$ cat src/rtl/complex_nr_acc_pkg.sv
// Shared widths and FSM encoding for the complex product accumulator.
package complex_nr_acc_pkg;

  localparam int unsigned OP_W  = 16;
  localparam int unsigned ACC_W = 24;
  localparam int unsigned CNT_W = 8;

  typedef enum logic [1:0] {
    StIdle  = 2'b00,
    StAccum = 2'b01,
    StHold  = 2'b10
  } state_e;

endpackage

$ cat src/rtl/complex_nr_acc_if.sv
// Product-in / sum-out valid-ready bundle for complex_nr_acc.
interface complex_nr_acc_if;
  import complex_nr_acc_pkg::*;

  logic             prod_val;
  logic             prod_rdy;
  logic [OP_W-1:0]  prod_re;
  logic [OP_W-1:0]  prod_im;
  logic             acc_val;
  logic             acc_rdy;
  logic [ACC_W-1:0] acc_re;
  logic [ACC_W-1:0] acc_im;
  logic [CNT_W-1:0] term_cnt;

  modport master (
    output prod_val, prod_re, prod_im, acc_rdy,
    input  prod_rdy, acc_val, acc_re, acc_im, term_cnt
  );

  modport slave (
    input  prod_val, prod_re, prod_im, acc_rdy,
    output prod_rdy, acc_val, acc_re, acc_im, term_cnt
  );

endinterface

$ cat src/rtl/complex_nr_acc_ctrl.sv
// Frame FSM, handshakes and term counter; tells the datapath when to load or add.
module complex_nr_acc_ctrl
  import complex_nr_acc_pkg::*;
#(
  parameter int unsigned N_TERMS = 4
) (
  input  logic             clk,
  input  logic             rstn,
  input  logic             sw_rst_i,
  input  logic             prod_val_i,
  input  logic             acc_rdy_i,
  output logic             prod_rdy_o,
  output logic             acc_val_o,
  output logic             load_o,
  output logic             add_o,
  output logic [CNT_W-1:0] term_cnt_o
);

  // One extra counter bit so a 256-term frame can be detected.
  localparam logic [CNT_W:0] NTerms = (CNT_W + 1)'(N_TERMS);

  state_e         state_q, state_d;
  logic [CNT_W:0] cnt_q, cnt_d;

  always_comb begin
    state_d = state_q;
    cnt_d   = cnt_q;
    load_o  = 1'b0;
    add_o   = 1'b0;
    unique case (state_q)
      StIdle: begin
        if (prod_val_i) begin
          load_o  = 1'b1;
          cnt_d   = (CNT_W + 1)'(1);
          state_d = (cnt_d == NTerms) ? StHold : StAccum;
        end
      end
      StAccum: begin
        if (prod_val_i) begin
          add_o = 1'b1;
          cnt_d = cnt_q + 1'b1;
          if (cnt_d == NTerms) state_d = StHold;
        end
      end
      StHold: begin
        if (acc_rdy_i) begin
          state_d = StIdle;
          cnt_d   = '0;
        end
      end
      default: begin
        state_d = StIdle;
        cnt_d   = '0;
      end
    endcase
    if (sw_rst_i) begin
      state_d = StIdle;
      cnt_d   = '0;
      load_o  = 1'b0;
      add_o   = 1'b0;
    end
  end

  always_ff @(posedge clk or negedge rstn) begin
    if (!rstn) begin
      state_q <= StIdle;
      cnt_q   <= '0;
    end else begin
      state_q <= state_d;
      cnt_q   <= cnt_d;
    end
  end

  assign prod_rdy_o = (state_q != StHold);
  assign acc_val_o  = (state_q == StHold);
  assign term_cnt_o = cnt_q[CNT_W-1:0];

endmodule

$ cat src/rtl/complex_nr_acc.sv
// Accumulates N_TERMS complex products per frame and presents the sum until taken.
module complex_nr_acc
  import complex_nr_acc_pkg::OP_W;
#(
  parameter int unsigned N_TERMS = 4,
  parameter int unsigned ACC_W   = 24
) (
  input  logic       clk,
  input  logic       rstn,
  input  logic       sw_rst,
  complex_nr_acc_if.slave bus
);

  logic             load, add;
  logic [ACC_W-1:0] re_ext, im_ext;
  logic [ACC_W-1:0] re_q, re_d, im_q, im_d;

  complex_nr_acc_ctrl #(
    .N_TERMS(N_TERMS)
  ) u_ctrl (
    .clk       (clk),
    .rstn      (rstn),
    .sw_rst_i  (sw_rst),
    .prod_val_i(bus.prod_val),
    .acc_rdy_i (bus.acc_rdy),
    .prod_rdy_o(bus.prod_rdy),
    .acc_val_o (bus.acc_val),
    .load_o    (load),
    .add_o     (add),
    .term_cnt_o(bus.term_cnt)
  );

  assign re_ext = {{(ACC_W - OP_W){bus.prod_re[OP_W-1]}}, bus.prod_re};
  assign im_ext = {{(ACC_W - OP_W){bus.prod_im[OP_W-1]}}, bus.prod_im};

  // Wrapping adds; a frame start loads instead of adding to the previous sum.
  always_comb begin
    re_d = re_q;
    im_d = im_q;
    if (sw_rst) begin
      re_d = '0;
      im_d = '0;
    end else if (load) begin
      re_d = re_ext;
      im_d = im_ext;
    end else if (add) begin
      re_d = re_q + re_ext;
      im_d = im_q + im_ext;
    end
  end

  always_ff @(posedge clk or negedge rstn) begin
    if (!rstn) begin
      re_q <= '0;
      im_q <= '0;
    end else begin
      re_q <= re_d;
      im_q <= im_d;
    end
  end

  assign bus.acc_re = re_q;
  assign bus.acc_im = im_q;

endmodule

$ cat src/flat_wrapper.sv
// flat-port wrapper written by rule: the top's interface ports become plain ports
module complex_nr_acc_flat import complex_nr_acc_pkg::OP_W;
#(
  parameter int unsigned N_TERMS = 4,
  parameter int unsigned ACC_W   = 24
)
  (clk, rstn, sw_rst, bus_prod_val, bus_prod_re, bus_prod_im, bus_acc_rdy, bus_prod_rdy, bus_acc_val, bus_acc_re, bus_acc_im, bus_term_cnt);
  complex_nr_acc_if bus_i ();
  input  logic clk;
  input  logic rstn;
  input  logic sw_rst;
  input wire logic [$bits(bus_i.prod_val)-1:0] bus_prod_val;
  input wire logic [$bits(bus_i.prod_re)-1:0] bus_prod_re;
  input wire logic [$bits(bus_i.prod_im)-1:0] bus_prod_im;
  input wire logic [$bits(bus_i.acc_rdy)-1:0] bus_acc_rdy;
  output wire logic [$bits(bus_i.prod_rdy)-1:0] bus_prod_rdy;
  output wire logic [$bits(bus_i.acc_val)-1:0] bus_acc_val;
  output wire logic [$bits(bus_i.acc_re)-1:0] bus_acc_re;
  output wire logic [$bits(bus_i.acc_im)-1:0] bus_acc_im;
  output wire logic [$bits(bus_i.term_cnt)-1:0] bus_term_cnt;
  assign bus_i.prod_val = bus_prod_val;
  assign bus_i.prod_re = bus_prod_re;
  assign bus_i.prod_im = bus_prod_im;
  assign bus_i.acc_rdy = bus_acc_rdy;
  assign bus_prod_rdy = bus_i.prod_rdy;
  assign bus_acc_val = bus_i.acc_val;
  assign bus_acc_re = bus_i.acc_re;
  assign bus_acc_im = bus_i.acc_im;
  assign bus_term_cnt = bus_i.term_cnt;
  complex_nr_acc #(.N_TERMS(N_TERMS), .ACC_W(ACC_W)) u_core (.clk(clk), .rstn(rstn), .sw_rst(sw_rst), .bus(bus_i));
endmodule
$ cat config.mk
export PLATFORM = sky130hd
export DESIGN_NAME = complex_nr_acc_flat
export DESIGN_NICKNAME = d
export VERILOG_FILES = /design/src/rtl/complex_nr_acc_pkg.sv /design/src/rtl/complex_nr_acc_if.sv /design/src/rtl/complex_nr_acc_ctrl.sv /design/src/rtl/complex_nr_acc.sv /design/src/flat_wrapper.sv
export SDC_FILE = /design/constraint.sdc
export NUM_CORES = 1
export LEC_CHECK = 0
export ABC_CLOCK_PERIOD_IN_PS = 3700
export BUFFER_PORTS_ARGS = -buffer_cell sky130_fd_sc_hd__clkbuf_2
export CORE_ASPECT_RATIO = 0.7
export CORE_UTILIZATION = 40
export CTS_CLUSTER_DIAMETER = 50
export DETAILED_ROUTE_END_ITERATION = 10
export GPL_ROUTABILITY_DRIVEN = 0
export GPL_TIMING_DRIVEN = 0
export REMOVE_ABC_BUFFERS = 1
export SYNTH_ARGS = -nofsm -noshare
export SYNTH_HDL_FRONTEND = slang
export SYNTH_SLANG_ARGS = --single-unit
$ cat constraint.sdc
create_clock -name clk -period 3.7 [get_ports clk]
set_clock_uncertainty 0.1 [all_clocks]
set_input_delay 0.37 -clock clk [delete_from_list [all_inputs] [get_ports clk]]
set_output_delay 0.37 -clock clk [all_outputs]
set_load 0.02 [all_outputs]
==> results.sh, run 1 <==
export IMPL_synth_xor_area_share_pct=6.762
export IMPL_cts_inserted_buffers=9
export IMPL_yosysSeqAreaShare_pct=29.23
export IMPL_slew_headroom_pct=34.89
export IMPL_asyncSetResetFlopFracSynth_pct=100.0
export IMPL_synth_simple_gate_area_share_pct=15.36
export IMPL_dieWidth_um=136.3
export IMPL_outcome="completed"
export IMPL_min_path_type="input port to async pin"
export IMPL_fill_cells=1185
export IMPL_grt_first_pass_wirelength_um=22380
export IMPL_holdWs_ps=75.40
export IMPL_final_setup_viol_count=0
export IMPL_synthMuxAreaShare_pct=3.567
export IMPL_yosys_top_cells_area="dfrtp_1 29%, ha_1 12%, o21ai_0 7.1%"
export IMPL_crit_fanout=3
export IMPL_synth_adder_area_share_pct=12.68
export IMPL_cp_start_kind="flip-flop"
export IMPL_synth_area_um2=5051
export IMPL_ys_seq_elements=59
export IMPL_worst_ep_required_time_ps=3840
export IMPL_drt_pass1_iterations=7
export IMPL_n_antenna_cell=0
export IMPL_final_nets=769
export IMPL_ir_worst_vdd_uv=211.5
export IMPL_cts_setup_buffers=0
export IMPL_synth_edf_count=0
export IMPL_place_area_um2=5609
export IMPL_fin_area_um2=5871
export IMPL_synth_avg_cell_area_um2=8.280
export IMPL_r2r_end="u_core.bus.acc_re[22]$_DFFE_PN0P_"
export IMPL_totalWireLength_um=13530
export IMPL_synthCells=610
export IMPL_finalPower_mw=2.254
export IMPL_fp_dieH_um=96.02
export IMPL_antenna_found_initial=0
export IMPL_period_needed_ps=2975
export IMPL_core_area_um2=12020
export IMPL_r2r_start="u_core.bus.acc_re[0]$_DFFE_PN0P_"
export IMPL_grt_max_degree=60
export IMPL_grt_overflow_total=0
export IMPL_clk_path_buf_depth=2
export IMPL_vias=4780
export IMPL_drcViolationCount=0
export IMPL_fin_util_pct=48.86
export IMPL_synth_compound_area_share_pct=27.84
export IMPL_grt_pass1_vias=4550
export IMPL_max_slew_worst_pin_slew_ps=974.3
export IMPL_worstRegToRegCells=12
export IMPL_leakage_nw=2.932
export IMPL_io_pins=95
export IMPL_ys_types=61
export IMPL_arrival_ps=3110
export IMPL_drive_gt1_share_pct=16.91
export IMPL_dp_cells=828
export IMPL_postCtsHoldBufs=0
export IMPL_ys_warn_count=0
export IMPL_synth_main_ff_cell="dfrtp_1"
export IMPL_track_usage_pct=21.64
export IMPL_ant_nets=0
export IMPL_path_class="flip-flop to flip-flop"
export IMPL_wl_per_cell_um=16.05
export IMPL_power_density_nw_per_um2=383.9
export IMPL_cp_end_kind="flip-flop"
export IMPL_cts_root_buf="clkbuf_16"
export IMPL_reg2reg_slack_ps=720
export IMPL_areaGrowthSynthToFinish_pct=16.22
export IMPL_start_util_pct=42.04
export IMPL_numClockSinks=59
export IMPL_synth_top_area_cell="dfrtp_1"
export IMPL_fin_crit_sh_pct=80.42
export IMPL_clkTransAtPathRegs_ps=50
export IMPL_io_buffers=94
export IMPL_finalMaxSlewViolations=0
export IMPL_rsz0062_at_grt="false"
export IMPL_dieArea_um2=13090
export IMPL_num_rows=33
export IMPL_finalNonFillerCells=843
export IMPL_drt_vias_per_instance=5.670
export IMPL_tritoncts="done"
export IMPL_hold_viol=0
export IMPL_clock_fmax_mhz=336.1
export IMPL_synth_top_family_by_area="compound AO/OA/AOI/OAI gates"
export IMPL_htreeDepth=3
export IMPL_dpl_hpwl_um=9942
export IMPL_cts_resized=0
export IMPL_clk_insertion_delay_late_ps=330
export IMPL_cap_violations=0
export IMPL_synth_top_area_share_pct=29.23
export IMPL_drt_iter0_drc=281
[layout by cell type, fill, tap and decap left out, types with 3 or more instances in the layout]
cell and instances:
clkbuf_2 93, o21ai_0 72, nand2_1 65, dfrtp_1 58, ha_1 48, nor2_1 45, a21oi_1 35, a21o_1 27
xnor2_1 22, mux2i_1 18, xor2_1 17, nand3_1 16, inv_1 15, a31oi_1 12, a211oi_1 11, nor3_1 11
clkbuf_16 9, o21a_1 8, o21ai_1 7, and3_1 7, o21bai_1 6, a22oi_1 6, o211ai_1 5, nor2b_1 5
and2_1 4, o31ai_1 4, nor4_1 4, a22o_1 3, o2111ai_1 3, clkinv_2 3
[cell usage after synthesis, types with 5 or more instances]
master,number
o21ai_0,72
nand2_1,65
dfrtp_1,59
ha_1,48
nor2_1,46
a21oi_1,36
a21o_1,27
clkbuf_1,22
xnor2_1,22
mux2i_1,18
xor2_1,17
nand3_1,16
inv_1,15
a31oi_1,12
a211oi_1,11
nor3_1,11
buf_4,9
o21a_1,8
and3_1,7
o21ai_1,7
a22oi_1,6
o21bai_1,6
nor2b_1,5
o211ai_1,5
[how the worst max path moves through the flow]
| stage | start | end | slack (ps) | cells past startpoint |
|---|---|---|---|---|
| after floorplan | bus_prod_val | u_core.bus.acc_re[22]$_DFFE_PN0P_ | 680 | 5 |
| after global placement | bus_prod_val | u_core.u_ctrl.cnt_q[5]$_DFFE_PN0P_ | -900 | 5 |
| after detailed placement | bus_prod_re[0] | u_core.bus.acc_re[22]$_DFFE_PN0P_ | 640 | 13 |
| after CTS | u_core.bus.acc_re[0]$_DFFE_PN0P_ | u_core.bus.acc_re[22]$_DFFE_PN0P_ | 720 | 12 |
| after global routing | u_core.bus.acc_re[0]$_DFFE_PN0P_ | u_core.bus.acc_re[22]$_DFFE_PN0P_ | 490 | 12 |
| final | u_core.bus.acc_re[0]$_DFFE_PN0P_ | u_core.bus.acc_re[22]$_DFFE_PN0P_ | 720 | 12 |
[flip-flops by register name (all words and copies together) (netlist names)]
register,flops
u_core.u_ctrl.state_q,2
u_core.u_ctrl.cnt_q,9
u_core.bus.acc_re,24
u_core.bus.acc_im,24
[routing by layer]
metal / GRT usage, % / wire length (µm) / vias to the layer above
li1: - / - / 2382
met1: 31.04 / 7159 / 2265
met2: 33.54 / 5676 / 121
met3: 4.160 / 606 / 12
met4: 4.630 / 89 / 0
met5: 0 / 0 / -
[stage by stage]
| step | worst slack [ps] | setup TNS (ps) |
|---|---|---|
| 2_1_floorplan | 677.6 | 0 |
| 3_3_place_gp | -896.4 | -23430 |
| 3_5_place_dp | 636.5 | 0 |
| 4_1_cts | 721.7 | 0 |
| 5_1_grt | 493.2 | 0 |
| 6_report | 724.5 | 0 |
[kinds of logic after synthesis]
family | count (synthesis)
flops | 59
simple gates | 172
compound gates | 222
buf+inv | 50
fa+ha+maj | 50
mux | 18
xor+xnor | 39
[report_power, final]
part	total [mW]	switching [mW]	internal [mW]
clock network	0.751	0.288	0.464
logic	0.748	0.447	0.301
registers	0.754	0.0596	0.694
total	2.25	0.794	1.46
[critical path: stages (launching register included)]
cell and delay, ps:
dfrtp_1 370, ha_1 210, inv_1 70, fa_1 360
and2b_1 250, o31a_1 150, o21ai_1 90, a2111oi_2 500
o2111ai_1 190, nand2_1 130, o211ai_1 110, mux2i_1 150
a211oi_1 200
[cell type report]
type / count / area [µm²] / area share [%]
Clock buffer: 12 / 246.5 / 4.199
Clock inverter: 3 / 15.01 / 0.2558
Inverter: 15 / 56.30 / 0.9591
Multi-Input combinational cell: 501 / 3358 / 57.20
Sequential cell: 59 / 1478 / 25.17
Tap cell: 157 / 196.4 / 3.346
Timing Repair Buffer: 96 / 520.5 / 8.866
Power figures use the tool's default switching activity.
==> inputs of run 2 (changes only) <==
- ABC_CLOCK_PERIOD_IN_PS: 3700 -> 2600
- clock period: 3.7 -> 2.6 ns (I/O delays scaled with it)
==> run 2 against run 1 <==
The run now ends with negative hold slack, negative setup slack left. Die area stayed put. Fmax is 8.8% higher. Final cell count is 2.7% higher. Sequential cell count stayed put. Sequential power is 43% higher. Hold slack worse by 120 ps. Critical endpoint is now u_core.bus.acc_re[20]$_DFFE_PN0P_. Largest cell class unchanged. Largest power group is now combinational logic.
==> results.sh, run 2 (synthesized netlist as in run 1, its figures left out) <==
export IMPL_outcome="finished with violations"
export IMPL_failed_checks="negative hold slack, negative setup slack"
export IMPL_cp_end_kind="flip-flop"
export IMPL_finalPower_mw=3.369
export IMPL_htreeDepth=3
export IMPL_core_area_um2=12020
export IMPL_io_pins=95
export IMPL_totalWireLength_um=14260
export IMPL_finalNonFillerCells=866
export IMPL_met2_wirelength_um=6212
export IMPL_power_density_nw_per_um2=531.4
export IMPL_finalMaxSlewViolations=0
export IMPL_wl_met3_um=695
export IMPL_io_buffers=94
export IMPL_clk_insertion_delay_late_ps=330
export IMPL_r2r_end="u_core.bus.acc_re[20]$_DFFE_PN0P_"
export IMPL_wl_per_cell_um=16.47
export IMPL_holdWs_ps=-47.04
export IMPL_r2r_start="u_core.bus.acc_re[0]$_DFFE_PN0P_"
export IMPL_postCtsHoldBufs=0
export IMPL_grt_overflow_total=0
export IMPL_seq_area_um2=1481
export IMPL_cts_root_buf="clkbuf_16"
export IMPL_cts_inserted_buffers=9
export IMPL_leakage_nw=3.081
export IMPL_tritoncts="done"
export IMPL_numClockSinks=59
export IMPL_fp_dieH_um=96.02
export IMPL_final_cell_mix="93 x clkbuf_2, 64 x nand2_1, 61 x o21ai_0"
export IMPL_drt_iter0_drc=265
export IMPL_path_class="flip-flop to flip-flop"
export IMPL_hold_viol=54
export IMPL_cp_start_kind="flip-flop"
export IMPL_max_slew_worst_pin_slew_ps=993.1
export IMPL_combPwrFrac_pct=36.2
export IMPL_fill_cells=1113
export IMPL_multiInputGateArea_um2=3651
export IMPL_p_sw_share_pct=35.79
export IMPL_final_common_cell="clkbuf_2"
export IMPL_rsz0062_at_grt="true"
export IMPL_n_antenna_cell=0
export IMPL_grt_first_pass_wirelength_um=22690
export IMPL_worstRegToRegCells=12
export IMPL_crit_fanout=3
export IMPL_arrival_ps=2890
export IMPL_dpl_worst_slack_ps=-369.9
export IMPL_fin_crit_sh_pct=105.2
export IMPL_areaGrowthSynthToFinish_pct=25.51
export IMPL_worstPathCellList="ha_4 -> inv_2 -> fa_2 -> and2b_1 -> o31a_1 -> o21ai_2 -> a2111oi_4 -> o2111ai_2 -> a31oi_1 -> xor2_1 -> nor2_1 -> o21ai_1"
export IMPL_highest_layer="met4"
export IMPL_cell_internal_pwr_mw=2.163
export IMPL_slew_headroom_pct=33.63
export IMPL_clkTransAtPathRegs_ps=50
export IMPL_dpl_hpwl_um=9942
export IMPL_dp_cells=828
export IMPL_drt_vias_per_instance=5.686
export IMPL_grt_max_degree=60
export IMPL_grt_pass1_vias=4612
export IMPL_drive_gt1_share_pct=25.95
export IMPL_min_path_type="input port to async pin"
export IMPL_final_nets=792
export IMPL_num_rows=33
export IMPL_slowest_delay_ps=430
export IMPL_slowest_stage="a2111oi_4"
export IMPL_setup_tns_ps=-408.9
export IMPL_ir_worst_vdd_uv=307.1
export IMPL_dieArea_um2=13090
export IMPL_period_needed_ps=2734
export IMPL_reg2reg_slack_ps=-130
export IMPL_drt_pass1_iterations=5
export IMPL_start_util_pct=42.04
export IMPL_cap_violations=0
export IMPL_fin_ws_ps=-134.0
export IMPL_antenna_found_initial=0
export IMPL_drcViolationCount=0
export IMPL_clkPwrFrac_pct=31.8
export IMPL_ant_nets=0
export IMPL_track_usage_pct=21.96
export IMPL_final_setup_viol_count=4
export IMPL_vias=4924
export IMPL_worst_ep_required_time_ps=2750
export IMPL_clock_fmax_mhz=365.8
export IMPL_dieWidth_um=136.3
export IMPL_power_frac_seq_pct=32.0
export IMPL_power_switching_mw=1.206
export IMPL_drt_met1_wl_um=7236
export IMPL_clk_path_buf_depth=2
[run 2: worst max-delay path, delay by kind of cell (launching register included)]
family          cells  cell delay [ps]
flops               1              380
buf+inv             1               30
simple gates        2              290
fa+ha+maj           2              470
compound gates      6             1210
xor+xnor            1              160
[run 2: power by group through the flow]
stage          Clock (mW)  Sequential [mW]  Combinational, mW
2_1_floorplan           0             1.15              0.677
3_3_place_gp            0             1.08               1.03
3_5_place_dp            0             1.09               1.05
4_1_cts              1.10             1.07               1.11
5_1_grt              1.13             1.09               1.34
6_report             1.07             1.08               1.22
[run 2: repair_timing]
| item | in CTS | in global routing |
|---|---|---|
| resized for setup | 22 | 45 |
| setup endpoints to repair | 17 | 22 |
| buffers inserted | 9 | 14 |
| pin swaps | 10 | 35 |
[run 2: how the worst max path moves through the flow]
stage / startpoint / to / cells past startpoint
2_1_floorplan: u_core.u_ctrl.state_q[1]$_DFFE_PN0P_ / u_core.bus.acc_re[22]$_DFFE_PN0P_ / 6
3_3_place_gp: bus_prod_val / u_core.u_ctrl.cnt_q[5]$_DFFE_PN0P_ / 5
3_5_place_dp: u_core.bus.acc_re[0]$_DFFE_PN0P_ / u_core.bus.acc_re[22]$_DFFE_PN0P_ / 12
4_1_cts: u_core.bus.acc_re[0]$_DFFE_PN0P_ / u_core.bus.acc_re[16]$_DFFE_PN0P_ / 12
5_1_grt: u_core.bus.acc_re[0]$_DFFE_PN0P_ / u_core.bus.acc_re[22]$_DFFE_PN0P_ / 12
6_report: u_core.bus.acc_re[0]$_DFFE_PN0P_ / u_core.bus.acc_re[20]$_DFFE_PN0P_ / 12
[run 2: layout make-up]
cell class / instances / area share (%)
Multi-Input combinational cell: 501 / 57.59
Sequential cell: 59 / 23.37
Timing Repair Buffer: 119 / 10.93
Clock buffer: 12 / 3.888
Tap cell: 157 / 3.098
Inverter: 15 / 0.8881
Clock inverter: 3 / 0.2368
[run 2: routing by layer]
metal / vias to the layer above / track usage (%)
met3: 14 / 4.318
met2: 119 / 34.43
met5: - / 0
met4: 0 / 4.444
met1: 2363 / 31.20
li1: 2428 / -
[run 2: metrics by stage]
step,area [µm²],utilization [%]
2_1_floorplan,4877,-
3_3_place_gp,5544,46.14
3_5_place_dp,5609,46.68
4_1_cts,6028,50.17
5_1_grt,6340,52.76
6_report,6340,52.76
